===== src/rtl/lsu_pkg.sv =====
// Shared types and funct3 decoding for the load/store controller.
package lsu_pkg;

    typedef enum logic [1:0] {
        IDLE = 2'd0,
        ACC0 = 2'd1,
        ACC1 = 2'd2,
        RESP = 2'd3
    } lsu_state_e;

    localparam logic [2:0] F3_B  = 3'b000;
    localparam logic [2:0] F3_H  = 3'b001;
    localparam logic [2:0] F3_W  = 3'b010;
    localparam logic [2:0] F3_BU = 3'b100;
    localparam logic [2:0] F3_HU = 3'b101;

    function automatic logic [2:0] f3_size(input logic [2:0] f3);
        case (f3)
            F3_B, F3_BU: f3_size = 3'd1;
            F3_H, F3_HU: f3_size = 3'd2;
            default:     f3_size = 3'd4;
        endcase
    endfunction

    function automatic logic f3_legal(input logic we, input logic [2:0] f3);
        if (we)
            f3_legal = (f3 == F3_B) || (f3 == F3_H) || (f3 == F3_W);
        else
            f3_legal = (f3 == F3_B) || (f3 == F3_H) || (f3 == F3_W) ||
                       (f3 == F3_BU) || (f3 == F3_HU);
    endfunction

endpackage


===== src/rtl/lsu_align.sv =====
// Lane alignment: byte-enable mask and shifted store data over a two-word
// window, plus extraction and sign/zero extension of load data.
module lsu_align
    import lsu_pkg::*;
(
    input  logic [1:0]  offset,
    input  logic [2:0]  funct3,
    input  logic [31:0] wdata,
    input  logic [63:0] rbuf,
    output logic [7:0]  be8,
    output logic [63:0] wd64,
    output logic [31:0] rdata
);

    logic [2:0]  size;
    logic [7:0]  mask8;
    logic [31:0] sh;

    assign size  = f3_size(funct3);
    assign mask8 = (size == 3'd1) ? 8'h01 : (size == 3'd2) ? 8'h03 : 8'h0F;
    assign be8   = mask8 << offset;
    assign wd64  = {32'h0, wdata} << {offset, 3'b000};
    assign sh    = 32'(rbuf >> {offset, 3'b000});

    always_comb begin
        rdata = '0;
        case (funct3)
            F3_B:    rdata = {{24{sh[7]}}, sh[7:0]};
            F3_H:    rdata = {{16{sh[15]}}, sh[15:0]};
            F3_W:    rdata = sh;
            F3_BU:   rdata = {24'h0, sh[7:0]};
            F3_HU:   rdata = {16'h0, sh[15:0]};
            default: rdata = '0;
        endcase
    end

endmodule


===== src/rtl/lsu_ctrl.sv =====
// Load/store controller: accepts one request, issues one or two word
// accesses to the data RAM, and returns a single-cycle response.
module lsu_ctrl
    import lsu_pkg::*;
(
    input  logic        clk,
    input  logic        reset,
    input  logic        req_valid,
    output logic        req_ready,
    input  logic        req_we,
    input  logic [2:0]  req_funct3,
    input  logic [31:0] req_addr,
    input  logic [31:0] req_wdata,
    output logic        rsp_valid,
    output logic [31:0] rsp_rdata,
    output logic        rsp_err,
    output logic        mem_we,
    output logic [31:0] mem_addr,
    output logic [31:0] mem_wData,
    output logic [3:0]  mem_Byte_Enable,
    input  logic [31:0] mem_rData
);

    lsu_state_e  state, state_nx;
    logic        lat_we;
    logic [2:0]  lat_f3;
    logic [31:0] lat_addr;
    logic [31:0] lat_wdata;
    logic        lat_err;
    logic [31:0] buf0, buf1;
    logic [31:0] hold_rdata;
    logic        hold_err;

    logic [7:0]  be8;
    logic [63:0] wd64;
    logic [31:0] ld_data;
    logic [31:0] rsp_data_now;
    logic        crossing;

    lsu_align u_align (
        .offset (lat_addr[1:0]),
        .funct3 (lat_f3),
        .wdata  (lat_wdata),
        .rbuf   ({buf1, buf0}),
        .be8    (be8),
        .wd64   (wd64),
        .rdata  (ld_data)
    );

    // Any lane set in the upper half of the window means the access spills
    // into the next word.
    assign crossing     = |be8[7:4];
    assign rsp_data_now = (lat_we || lat_err) ? '0 : ld_data;

    always_ff @(posedge clk or posedge reset) begin
        if (reset) begin
            state      <= IDLE;
            lat_we     <= 1'b0;
            lat_f3     <= '0;
            lat_addr   <= '0;
            lat_wdata  <= '0;
            lat_err    <= 1'b0;
            buf0       <= '0;
            buf1       <= '0;
            hold_rdata <= '0;
            hold_err   <= 1'b0;
        end else begin
            state <= state_nx;
            case (state)
                IDLE: if (req_valid) begin
                    lat_we    <= req_we;
                    lat_f3    <= req_funct3;
                    lat_addr  <= req_addr;
                    lat_wdata <= req_wdata;
                    lat_err   <= !f3_legal(req_we, req_funct3);
                end
                ACC0: buf0 <= mem_rData;
                ACC1: buf1 <= mem_rData;
                RESP: begin
                    hold_rdata <= rsp_data_now;
                    hold_err   <= lat_err;
                end
                default: ;
            endcase
        end
    end

    always_comb begin
        state_nx        = state;
        req_ready       = 1'b0;
        rsp_valid       = 1'b0;
        mem_we          = 1'b0;
        mem_addr        = '0;
        mem_wData       = '0;
        mem_Byte_Enable = '0;
        case (state)
            IDLE: begin
                req_ready = 1'b1;
                if (req_valid)
                    state_nx = f3_legal(req_we, req_funct3) ? ACC0 : RESP;
            end
            ACC0: begin
                mem_we          = lat_we;
                mem_addr        = {lat_addr[31:2], 2'b00};
                mem_wData       = wd64[31:0];
                mem_Byte_Enable = be8[3:0];
                state_nx        = crossing ? ACC1 : RESP;
            end
            ACC1: begin
                mem_we          = lat_we;
                mem_addr        = {lat_addr[31:2] + 30'd1, 2'b00};
                mem_wData       = wd64[63:32];
                mem_Byte_Enable = be8[7:4];
                state_nx        = RESP;
            end
            RESP: begin
                rsp_valid = 1'b1;
                state_nx  = IDLE;
            end
            default: state_nx = IDLE;
        endcase
    end

    // Live value during the response cycle, held copy afterwards.
    assign rsp_rdata = (state == RESP) ? rsp_data_now : hold_rdata;
    assign rsp_err   = (state == RESP) ? lat_err : hold_err;

endmodule


===== config.mk =====
export PLATFORM = sky130hd
export DESIGN_NAME = lsu_ctrl
export DESIGN_NICKNAME = d
export VERILOG_FILES = /design/src/rtl/lsu_pkg.sv /design/src/rtl/lsu_align.sv /design/src/rtl/lsu_ctrl.sv
export SDC_FILE = /design/constraint.sdc
export NUM_CORES = 1
export LEC_CHECK = 0
export ABC_CLOCK_PERIOD_IN_PS = 5670
export BUFFER_PORTS_ARGS = -buffer_cell sky130_fd_sc_hd__buf_2
export CAP_MARGIN = 25
export CELL_PAD_IN_SITES_DETAIL_PLACEMENT = 1
export CELL_PAD_IN_SITES_GLOBAL_PLACEMENT = 2
export CORE_ASPECT_RATIO = 1.25
export CORE_MARGIN = 1
export CORE_UTILIZATION = 34
export DETAILED_ROUTE_END_ITERATION = 8
export PLACE_DENSITY_LB_ADDON = 0.12
export REMOVE_ABC_BUFFERS = 1
export SLEW_MARGIN = 0
export SYNTH_ARGS = -nofsm -noshare
export SYNTH_HDL_FRONTEND = slang
export SYNTH_SLANG_ARGS = --single-unit

===== constraint.sdc =====
create_clock -name clk -period 5.67 [get_ports clk]
set_clock_uncertainty 0.05 [all_clocks]
set_input_delay 0.567 -clock clk [delete_from_list [all_inputs] [get_ports clk]]
set_output_delay 0.567 -clock clk [all_outputs]
set_load 0.03 [all_outputs]

==> key figures, run 1 <==
Yosys
  • Distinct cell type count after synthesis: 66
  • Seq cells post-synth: 160
  • Register area share after synthesis: 43.6%
  • Ys async rst share: 100%
  • Share of the synthesized area in the top cell type: 43.6%
  • Post-Syn Area per Cell: 10.5 um2
  • Gate count of the mapped netlist: 872
  • Syn Std Cell Area: 9180 um2
  • Post-synth top flop: dfrtp_1
  • Area leader, netlist: dfrtp_1
  • Count of flip-flops with a built-in enable after synthesis: 0
  • Yosys synthesis warning count: 0
  • Synth area leaders: dfrtp_1, mux2_2, mux2i_1

Setup path
  • Critical Path Sink Type: output pin
  • Crit-path max FO: 26
  • Reg2reg path depth: 4
  • Crit Path Category: flop to output pin
  • Crit path arrival time: 3.82 ns
  • Crit start category: flop
  • Req. time, crit path: 5.05 ns

Clock tree
  • Post_cts resized: 0
  • Cts bufs inserted: 17
  • Clock Sink Count: 160
  • CTS tree: built
  • Root buf cell: clkbuf_16
  • Skew-Pair Late Insertion Delay: 0.44 ns
  • CTS clk-pin slew, worst paths: 0.07 ns
  • H-tree levels: 4
  • Max Buffers Root-to-Sink: 2
  • Post-CTS Setup Inserts: 0
  • Cts hold-fix bufs: 0

STA
  • Slew headroom: 32.6%
  • Final max-slew violation count: 0
  • Tmin final: 4.44 ns
  • RSZ-0062 raised after global routing: no
  • Final Cycle Share: 78.3%
  • Peak Freq: 225 MHz
  • Setup Viol. Count Final: 0
  • Min Hold Slack: 0.217 ns
  • Slew @ Worst Pin: 1.00 ns
  • Final hold violation count: 0
  • Total Neg Setup Slack: 0 ns
  • Final worst setup slack: 1.23 ns

Pwr
  • Lkg Pwr: 4.93 nW
  • Max VDD drop: 0.000245 V
  • Sequential Power Share: 31.2%
  • PD cells: 693 nW/um2
  • Clk network pwr share: 15.1%
  • Switching share of power: 47.4%
  • Psw: 3.62 mW
  • Power Internal: 4.01 mW
  • Total power: 7.62 mW
  • Logic pwr share: 53.7%

Detailed routing
  • Initial DRC Count: 206
  • DR vias/cell: 5.42
  • Antenna Violating Nets Remaining: 0
  • Drt pass-1 iters: 4
  • DRC: 0
  • Vias: 7523
  • Detailed Route WL: 28800 um
  • Routed WL per cell: 20.8 um

Finish
  • Layout Utilization: 41.9%
  • Area added between synthesis and finish: 19.8%
  • Final Net Count: 1143
  • N_diodes: 0
  • Layout cell share with drive strength beyond 1: 40.2%
  • Final Non-Filler Cells: 1388
  • Final instance area: 11000 um2

Die
  • Die Y: 186 um
  • Die Span X: 149 um
  • Row cnt: 66
  • # IOs: 207
  • Initial core utilization: 35.0%
  • Area of the core: 26300 um2
  • Die Area: 27700 um2

Placement
  • Post-Place Worst Slack: 1.65 ns
  • RD Place Congestion: 0.748
  • Inst Count DP: 1355
  • DPL Wire Length: 19700 um
  • Placed inst area: 10400 um2
  • Input/output buffers: 204

Global routing
  • Initial antenna violation count: 1
  • Largest net degree at the start of global routing: 85
  • GRT overflow: 0
  • First-pass GRT wire length: 45800 um
  • Vias in the first global route: 8062
  • Overall Global Routing Usage: 21.7%

Outcome
  • Status: complete, no violations

Job
  • Max cap viols: 0

Worst hold path
  • Hold WC Path Type: primary input to async pin
[critical path, stage by stage (launching register included)]
cell	delay, ns
dfrtp_1	0.42
inv_1	0.09
ha_1	0.81
nand2_1	0.61
buf_4	0.39
nor3_1	0.47
and4b_1	0.27
a211o_1	0.12
buf_2	0.20
[final cells by class]
type	count	area [um2]
Clock buffer	18	439
Clock inverter	14	130
Fill cell	2984	15300
Inverter	42	163
Multi-Input combinational cell	600	4730
Sequential cell	160	4010
Tap cell	340	425
Timing Repair Buffer	214	1110
[cell usage in the layout (no fill, tap or decap), types with 19 or more instances in the layout]
cell     instances
o21ai_0         43
mux2_2         145
nor2_1          44
buf_2          204
mux2i_1         46
nand2_1         44
dfrtp_1        158
and2_1          19
inv_1           40
a21oi_1         37
[routing by layer]
metal | part of all wire [%] | track usage (%)
met1 | 45 | 27.6
met2 | 50 | 37.8
met3 | 3.6 | 3.04
met4 | 1.4 | 6.78
met5 | 0 | 0
[Yosys cell counts, types with 2 or more instances]
library cell / number
buf_1: 12
a21boi_0: 3
a211o_1: 2
nor4_2: 2
o21ai_0: 43
o31a_1: 7
ha_1: 5
mux2i_1: 46
a211oi_1: 13
nand2_1: 45
nor2_1: 44
dfrtp_1: 160
clkbuf_1: 38
a31o_2: 3
o221ai_1: 16
nor2b_1: 18
a21oi_1: 37
o22ai_1: 18
a21o_1: 3
a22oi_1: 10
or4_1: 2
a41o_1: 2
and3_1: 5
a22o_1: 3
buf_4: 3
a32o_1: 2
mux2_2: 145
buf_6: 2
nand4_1: 18
nand3_2: 3
mux4_2: 9
nor4_1: 2
nor3b_1: 4
and4_1: 3
o21a_1: 3
buf_2: 15
inv_1: 41
a41oi_1: 6
and2_1: 19
a31oi_1: 11
nor3_1: 10
nand3_1: 15
[power by group through the flow]
| stage | Combinational [mW] | Sequential [mW] | Clock (mW) |
|---|---|---|---|
| after global placement | 4.08 | 2.39 | 0 |
| after detailed placement | 4.13 | 2.41 | 0 |
| after floorplan | 3.01 | 2.26 | 0 |
| final | 4.10 | 2.38 | 1.15 |
| after global routing | 4.44 | 2.50 | 1.23 |
| after CTS | 4.15 | 2.39 | 1.18 |
[flip-flops by register name, indices dropped and copies added, names as in the netlist]
name and flops:
buf0 32, hold_rdata 32, lat_addr 32, lat_wdata 32
buf1 24, lat_f3 3, state 2, hold_err 1
lat_err 1, lat_we 1
[kinds of logic (layout without fill, tap and decap cells)]
kind of cell,Yosys count,in the layout,share of synthesized area [%]
mux,200,200,25.0
simple gates,202,202,11.8
xor+xnor,2,2,0.191
flops,160,160,43.6
buf+inv,113,288,5.12
fa+ha+maj,5,5,0.681
compound gates,189,189,13.5
other cells,1,2,0.0408
[final timing paths]
kind,start,end,slack [ns]
max in group asynchronous,reset,lat_addr[16]$_DFFE_PP0P_,4.26
max reg2reg,lat_we$_DFFE_PP0P_,hold_rdata[29]$_DFF_PP0_,2.87
max,state[0]$_DFFE_PP0P_,mem_addr[29],1.23
min reg2reg,hold_err$_DFF_PP0_,hold_err$_DFF_PP0_,0.45
min,reset,buf0[19]$_DFFE_PP0P_,0.22
min in group clk,req_wdata[9],lat_wdata[9]$_DFFE_PP0P_,0.30
(Power assumes the default switching activity.)
==> run 2: changes to the inputs <==
- ABC_CLOCK_PERIOD_IN_PS: 5670 -> 4310
- clock period: 5.67 -> 4.31 ns (I/O delays scaled with it)
==> run 2 against run 1 <==
  * Sequential power is 32% higher
  * Wire length decreased by 1.3%
  * Non-clock buffer count grew 8
  * Cell area is 0.88% higher
  * Sequential cell count unchanged
  * Power grew 33%
  * First-iteration DRC count up 3.9%
  * Count of clock-buffer cells in the layout grew 3
  * Worst setup slack worse by 0.58 ns
  * Global-route usage fell by 0.41 points
  * Cell count grew 0.65%
  * Die area unchanged
==> key figures, run 2 (synthesis results as in run 1) <==
Global routing
  • Vias in the first global route: 7839
  • Initial antenna violation count: 2
  • Overall Global Routing Usage: 21.3%
  • GRT overflow: 0
  • Largest net degree at the start of global routing: 90
  • First-pass GRT wire length: 44700 um

STA
  • Slew @ Worst Pin: 1.02 ns
  • Final max-slew violation count: 0
  • Setup Viol. Count Final: 0
  • RSZ-0062 raised after global routing: no
  • Final hold violation count: 0
  • Min Hold Slack: 0.111 ns
  • Final Cycle Share: 84.9%
  • Peak Freq: 273 MHz
  • Slew headroom: 32.3%
  • Tmin final: 3.66 ns
  • Total Neg Setup Slack: 0 ns
  • Final worst setup slack: 0.650 ns

Placement
  • Inst Count DP: 1364
  • Placed inst area: 10500 um2
  • RD Place Congestion: 0.755
  • Input/output buffers: 204
  • DPL Wire Length: 19600 um
  • Post-Place Worst Slack: 1.09 ns

Die
  • Area of the core: 26300 um2
  • # IOs: 207
  • Die Y: 186 um
  • Die Area: 27700 um2
  • Row cnt: 66
  • Initial core utilization: 35.0%
  • Die Span X: 149 um

Detailed routing
  • Routed WL per cell: 20.4 um
  • Vias: 7461
  • Drt pass-1 iters: 4
  • DRC: 0
  • Antenna Violating Nets Remaining: 0
  • DR vias/cell: 5.34
  • Detailed Route WL: 28500 um
  • Initial DRC Count: 214

Clock tree
  • Clock Sink Count: 160
  • Root buf cell: clkbuf_16
  • Max Buffers Root-to-Sink: 2
  • CTS clk-pin slew, worst paths: 0.07 ns
  • Cts bufs inserted: 17
  • H-tree levels: 4
  • Skew-Pair Late Insertion Delay: 0.44 ns
  • Post_cts resized: 0
  • Cts hold-fix bufs: 0
  • CTS tree: built
  • Post-CTS Setup Inserts: 0

Pwr
  • Total power: 10.1 mW
  • Max VDD drop: 0.000401 V
  • Lkg Pwr: 4.99 nW
  • PD cells: 914 nW/um2

Setup path
  • FF-to-FF Start: lat_addr[1]$_DFFE_PP0P_
  • Crit-path max FO: 54
  • R2R setup slack: 1.62 ns
  • Worst Setup EP: rsp_rdata[18]
  • Critical Path Sink Type: output pin
  • Reg2reg path depth: 4
  • Crit start category: flop
  • Crit path arrival time: 3.18 ns
  • Req. time, crit path: 3.83 ns
  • Worst reg2reg path endpoint: hold_rdata[26]$_DFF_PP0_
  • Crit. Startpoint: lat_addr[1]$_DFFE_PP0P_
  • Crit Path Category: flop to output pin

Finish
  • Final Net Count: 1151
  • Most frequent cells in the layout: buf_2, dfrtp_1, mux2_2
  • Final instance area: 11100 um2
  • Final Non-Filler Cells: 1397
  • Area added between synthesis and finish: 20.8%
  • Commonest non-fill, non-tap cell in the layout: buf_2
  • Layout Utilization: 42.3%
  • Layout cell share with drive strength beyond 1: 40.4%

Job
  • Max cap viols: 0

Worst hold path
  • Hold WC Path Type: primary input to async pin

Outcome
  • Status: complete, no violations
## run 2: cell count changes in the layout (fill, tap and decap cells not counted)
cell,delta
buf_4,+10
buf_6,-1
buf_8,-1
bufinv_16,+2
clkbuf_1,+2
clkbuf_8,+1
clkinv_2,-2
clkinv_4,+1
clkinvlp_4,-2
diode_2,+1
inv_6,-1
inv_8,-1
## run 2: power by group
group	switching, mW	internal, mW
sequential	0.873	2.26
combinational	3.17	2.23
clock	0.665	0.949
## run 2: layer usage
| layer | wire length, um | track usage (%) | vias up | part of all wire, % |
|---|---|---|---|---|
| li1 | - | - | 3541 | - |
| met1 | 12800 | 27.6 | 3738 | 45 |
| met2 | 14300 | 36.0 | 157 | 50 |
| met3 | 960 | 3.63 | 23 | 3.4 |
| met4 | 392 | 6.49 | 2 | 1.4 |
| met5 | 8 | 0 | - | 0.028 |
## run 2: final cells by class
type | count | area [um2]
Clock inverter | 11 | 154
Clock buffer | 21 | 460
Fill cell | 2987 | 15200
Inverter | 42 | 163
Multi-Input combinational cell | 600 | 4730
Sequential cell | 160 | 4010
Timing Repair Buffer | 222 | 1160
Antenna cell | 1 | 2.50
Tap cell | 340 | 425
## run 2: critical path, cell delays in order, from the launching register on
cell      delay (ns)
dfrtp_4         0.92
mux4_2          0.38
mux2i_1         0.07
or4_1           0.87
o221ai_1        0.24
buf_2           0.25
## run 2: how the worst min path moves through the flow
stage / cells past startpoint / from / slack (ns) / to
floorplan: 1 / buf1[10]$_DFFE_PP0P_ / 0.43 / buf1[10]$_DFFE_PP0P_
global route: 2 / req_wdata[18] / 0.15 / lat_wdata[18]$_DFFE_PP0P_
finish: 2 / reset / 0.11 / buf1[19]$_DFFE_PP0P_
global placement: 1 / hold_err$_DFF_PP0_ / 0.43 / hold_err$_DFF_PP0_
CTS: 2 / reset / 0.15 / hold_rdata[27]$_DFF_PP0_
detailed placement: 1 / hold_err$_DFF_PP0_ / 0.44 / hold_err$_DFF_PP0_
